[config.mk]
export PLATFORM = sky130hd
export DESIGN_NAME = swarb_rr
export DESIGN_NICKNAME = d
export VERILOG_FILES = /design/src/rtl/swarb_rr.sv
export SDC_FILE = /design/constraint.sdc
export NUM_CORES = 1
export LEC_CHECK = 0
export CORE_MARGIN = 4
export CORE_UTILIZATION = 54
export CTS_BUF_LIST = sky130_fd_sc_hd__clkbuf_4 sky130_fd_sc_hd__clkbuf_8 sky130_fd_sc_hd__clkbuf_16
export CTS_CLUSTER_DIAMETER = 60
export DETAILED_ROUTE_END_ITERATION = 8
export PLACE_DENSITY_LB_ADDON = 0.15
export SKIP_LAST_GASP = 1
export SLEW_MARGIN = 20
export SYNTH_ARGS = -nofsm -noshare
export SYNTH_HDL_FRONTEND = slang
export SYNTH_SLANG_ARGS = --single-unit
[constraint.sdc]
create_clock -name clk -period 3.97 [get_ports clk]
set_clock_uncertainty 0.05 [all_clocks]
set_input_delay 0.794 -clock clk [delete_from_list [all_inputs] [get_ports clk]]
set_output_delay 0.794 -clock clk [all_outputs]
set_load 0.05 [all_outputs]
[src/rtl/swarb_rr.sv]
// swarb_rr: per-output-port switch arbiter for the wormhole router.
// Round-robin pick among five input controllers. The winner holds the port
// from head flit through tail flit. Reports lock status and a saturating
// stall counter.
module swarb_rr #(
    parameter int ROUTERID = 0,
    parameter int PORTID   = 0,
    parameter int NREQ     = 5
) (
    input  logic            clk,
    input  logic            rst_,
    input  logic [NREQ-1:0] req,
    input  logic [NREQ-1:0] tail,
    input  logic            ordy,
    output logic [NREQ-1:0] grt,
    output logic [2:0]      owner,
    output logic            busy,
    output logic [7:0]      stall_cnt
);

    // The index arithmetic below is written for exactly five requesters.
    // The ids only tag the instance, so they are just range-checked here.
    if (NREQ != 5) begin : g_bad_nreq
        $error("swarb_rr: NREQ must be 5");
    end
    if (ROUTERID < 0 || PORTID < 0 || PORTID > 4) begin : g_bad_id
        $error("swarb_rr: ROUTERID/PORTID out of range");
    end

    typedef enum logic {IDLE, LOCK} state_t;

    state_t          state, state_nx;
    logic [2:0]      ptr, ptr_nx;
    logic [2:0]      own, own_nx;
    logic [7:0]      stall_nx;
    logic [2:0]      start;
    logic [2:0]      pick;
    logic            found;
    logic [NREQ-1:0] own_oh;
    logic            xfer;
    logic            own_tail;

    // Unreachable pointer values fall back to 0.
    assign start = (ptr > 3'd4) ? 3'd0 : ptr;

    // Decode the locked owner to a one-hot mask.
    always_comb begin
        own_oh = '0;
        for (int i = 0; i < NREQ; i++)
            if (own == 3'(i)) own_oh[i] = 1'b1;
    end

    // Round-robin search: first requester at start, start+1, ... (mod 5).
    always_comb begin
        logic [3:0] sum;
        logic [2:0] idx;
        pick  = start;
        found = 1'b0;
        sum   = '0;
        idx   = '0;
        for (int k = 0; k < NREQ; k++) begin
            sum = {1'b0, start} + 4'(k);
            idx = (sum >= 4'(NREQ)) ? 3'(sum - 4'(NREQ)) : sum[2:0];
            if (!found && req[idx]) begin
                found = 1'b1;
                pick  = idx;
            end
        end
    end

    // A flit moves only while locked, ordy is up and the owner is offering.
    assign xfer     = |(grt & req);
    assign own_tail = |(own_oh & tail);

    // State register: lock is dropped immediately on reset.
    always_ff @(posedge clk or posedge rst_) begin
        if (rst_) begin
            state     <= IDLE;
            ptr       <= 3'd0;
            own       <= 3'd0;
            stall_cnt <= 8'd0;
        end else begin
            state     <= state_nx;
            ptr       <= ptr_nx;
            own       <= own_nx;
            stall_cnt <= stall_nx;
        end
    end

    // Next-state: arbitrate in IDLE, hold the owner in LOCK until its tail moves.
    always_comb begin
        state_nx = state;
        ptr_nx   = ptr;
        own_nx   = own;
        stall_nx = stall_cnt;
        case (state)
            IDLE: begin
                if (found) begin
                    own_nx   = pick;
                    state_nx = LOCK;
                end
            end
            LOCK: begin
                if (xfer) begin
                    stall_nx = 8'd0;
                    if (own_tail) begin
                        state_nx = IDLE;
                        ptr_nx   = (own == 3'd4) ? 3'd0 : own + 3'd1;
                    end
                end else if (stall_cnt != 8'hFF) begin
                    stall_nx = stall_cnt + 8'd1;
                end
            end
            default: state_nx = IDLE;
        endcase
    end

    // Outputs: grant follows ordy combinationally while locked.
    always_comb begin
        grt   = (state == LOCK && ordy) ? own_oh : '0;
        owner = own;
        busy  = (state == LOCK);
    end

endmodule

==> results.tsv <==
metric	value	unit
fin_nets	266	
clockBufferDepth	2	
drv_cap	0	
drcViolationCount	0	
hold_violations	0	
clock-sinks	15	
syn_nets	239	
ff2ff_setup_slack	0.36	ns
min_from	ptr[2]$_DFFE_PP0P_	
grt.total_usage	23.7	%
worstPathCellList	buf_4 > nand2b_1 > inv_1 > ha_1 > nand2_1 > a221oi_2 > mux2_2 > nand3b_1 > and3b_1 > mux2_4 > a211o_1 > o21ai_2	
first_pass_iters	4	
grt_pass1_wl	7980	µm
max_freq	277	MHz
die_width	65.1	µm
synthSimpleGateAreaFrac	27.2	%
crit_path_end_kind	register	
min_to	ptr[2]$_DFFE_PP0P_	
relSlewSlack	60.9	%
clk_latency	0.29	ns
grt_max_degree	22	
area_growth	19.7	%
wl_per_cell	16.5	µm
port_buffers	29	
cts-htree-levels	1	
cp-start-kind	register	
drive_gt1_share	9.58	%
yosysSeqAreaShare	21.3	%
synth_adder_area_share	8.52	%
io_pins	30	
rr_startpoint	ptr[2]$_DFFE_PP0P_	
ctsResizeCount	0	
finalWeightedCongestion	0.935	
synthTopCellsByArea	dfrtp_1 21%, ha_1 8.5%, nand2_1 4.0%	
rr_worst_depth	12	
hold_depth	1	
mostFrequentLayoutCells	29 x clkdlybuf4s50_1, 19 x nand2_1, 15 x dfrtp_1	
netlist_area	1760	µm²
core_area	3080	µm²
criticalPathCategory	reg2reg	
r2r-end	owner[0]$_DFFE_PP0P_	
synth_mux_area_share	6.25	%
min-delay-path-class	reg2reg	
netlist.area_leader.share	21.3	%
synthArstFlopShare	100	%
holdBufCountCts	0	
layout_commonest_cell	clkdlybuf4s50_1	
ys_types	63	
ys_ff_latch	15	
crit_path_max_incr_delay	0.43	ns
root_buffer	clkbuf_4	
arrival	3.78	ns
cp_max_fo	12	
holdWs	0.526	ns
synthCells	214	
rsz0062_at_grt	no	
vias	1775	
synth_top_flop_cell	dfrtp_1	
final_core_util	68.5	%
vias_per_cell	6.25	
drv_slew	0	
min_period_over_period	91.0	%
synth_compound_gate_area_share	28.3	%
ys_warn_count	0	
syn_avg_cell_area	8.23	µm²
worst_pin_slew	0.586	ns
fp.dieH	65.1	µm
synth_top_family_by_area	compound AO/OA/AOI/OAI gates	
synth_area_leader_cell	dfrtp_1	
num_rows	20	
tns	0	ns
required	4.14	ns
ant_nets	0	
synth-xor-area-share	1.99	%
overflow	0	
grt_pass1_vias	1749	
numCtsBuffers	3	
status	finished, final reports clean	
post_cts_buffers	0	
fp.dieArea	4240	µm²
dpl.hpwl	3630	µm
antenna_found_initial	0	
setup_viol	0	
tritoncts	yes	
clkTransAtPathRegs	0.10	ns
initial_core_util	57.2	%
first_iter_violations	175	
synth_edf_count	0	
n_antenna_cell	0	
wl	4690	µm
slowest_stage	a221oi_2	
period_minus_slack	3.61	ns
## state kept, by name, summed over array words and instances, names as in the netlist
signal / count
busy: 1
owner: 3
ptr: 3
stall_cnt: 8
## metrics by stage
step	setup slack, ns	instance area [µm²]	cells
after floorplan	0.773	1760	214
after global placement	0.575	2080	280
after detailed placement	0.423	2080	280
after CTS	0.394	2110	284
after global routing	0.123	2110	284
final	0.357	2110	284
## synth_stat cells (2+ instances only)
master,instances
nand2_1,19
dfrtp_1,15
a21oi_1,12
ha_1,12
nor2_1,11
inv_1,9
nor3b_1,9
nand3_1,8
clkbuf_1,7
o21ai_0,7
nand4_1,6
a21o_1,5
and3_1,5
mux2i_1,5
nand2b_1,5
xor2_1,4
a221oi_1,3
a31oi_1,3
mux2_2,3
nand3b_1,3
nor3_1,3
o21ai_1,3
o22ai_1,3
a2111oi_0,2
a211oi_1,2
a21boi_0,2
a222oi_1,2
a22o_1,2
and3b_1,2
buf_2,2
buf_6,2
o211a_1,2
o21bai_1,2
o22a_1,2
o2bb2ai_1,2
or2_2,2
or3_1,2
## per-layer routing
| metal | global-route usage (%) | part of all wire [%] | vias up |
|---|---|---|---|
| li1 | - | - | 862 |
| met1 | 28.8 | 43 | 833 |
| met2 | 41.0 | 48 | 65 |
| met3 | 4.62 | 5.5 | 15 |
| met4 | 9.84 | 3.2 | 0 |
| met5 | 0 | 0 | - |
## cells by family (layout without fill, tap and decap cells)
| group | after synthesis | in the layout |
|---|---|---|
| mux | 10 | 10 |
| flops | 15 | 15 |
| fa+ha+maj | 12 | 12 |
| buf+inv | 22 | 48 |
| xor+xnor | 4 | 4 |
| compound gates | 68 | 68 |
| simple gates | 83 | 83 |
## how the worst max path moves through the flow
stage | slack, ns | from | cells past startpoint | endpoint
3_5_place_dp | 0.42 | ptr[2]$_DFFE_PP0P_ | 12 | owner[0]$_DFFE_PP0P_
2_1_floorplan | 0.77 | ptr[1]$_DFFE_PP0P_ | 13 | owner[0]$_DFFE_PP0P_
5_1_grt | 0.12 | ptr[2]$_DFFE_PP0P_ | 10 | owner[1]$_DFFE_PP0P_
3_3_place_gp | 0.57 | ptr[2]$_DFFE_PP0P_ | 11 | owner[0]$_DFFE_PP0P_
6_report | 0.36 | ptr[2]$_DFFE_PP0P_ | 12 | owner[0]$_DFFE_PP0P_
4_1_cts | 0.39 | ptr[2]$_DFFE_PP0P_ | 12 | owner[0]$_DFFE_PP0P_
## critical path: cells and delay by family (launching register included)
family	cells	cell delay [ns]
and+or+nand+nor	4	0.80
AOI/OAI and AO/OA	3	0.80
muxes	2	0.70
DFF	1	0.42
adders and majority gates	1	0.42
buffers and inverters	2	0.35
## final cells by class
type | count | area [µm²]
Clock inverter | 1 | 7.51
Sequential cell | 15 | 375
Timing Repair Buffer | 33 | 320
Multi-Input combinational cell | 177 | 1270
Fill cell | 256 | 970
Clock buffer | 3 | 22.5
Tap cell | 44 | 55.1
Inverter | 11 | 53.8
Power is left out: the tool's default activity adds up to more than one toggle a clock period on the data nets, which glitch-free logic cannot reach.
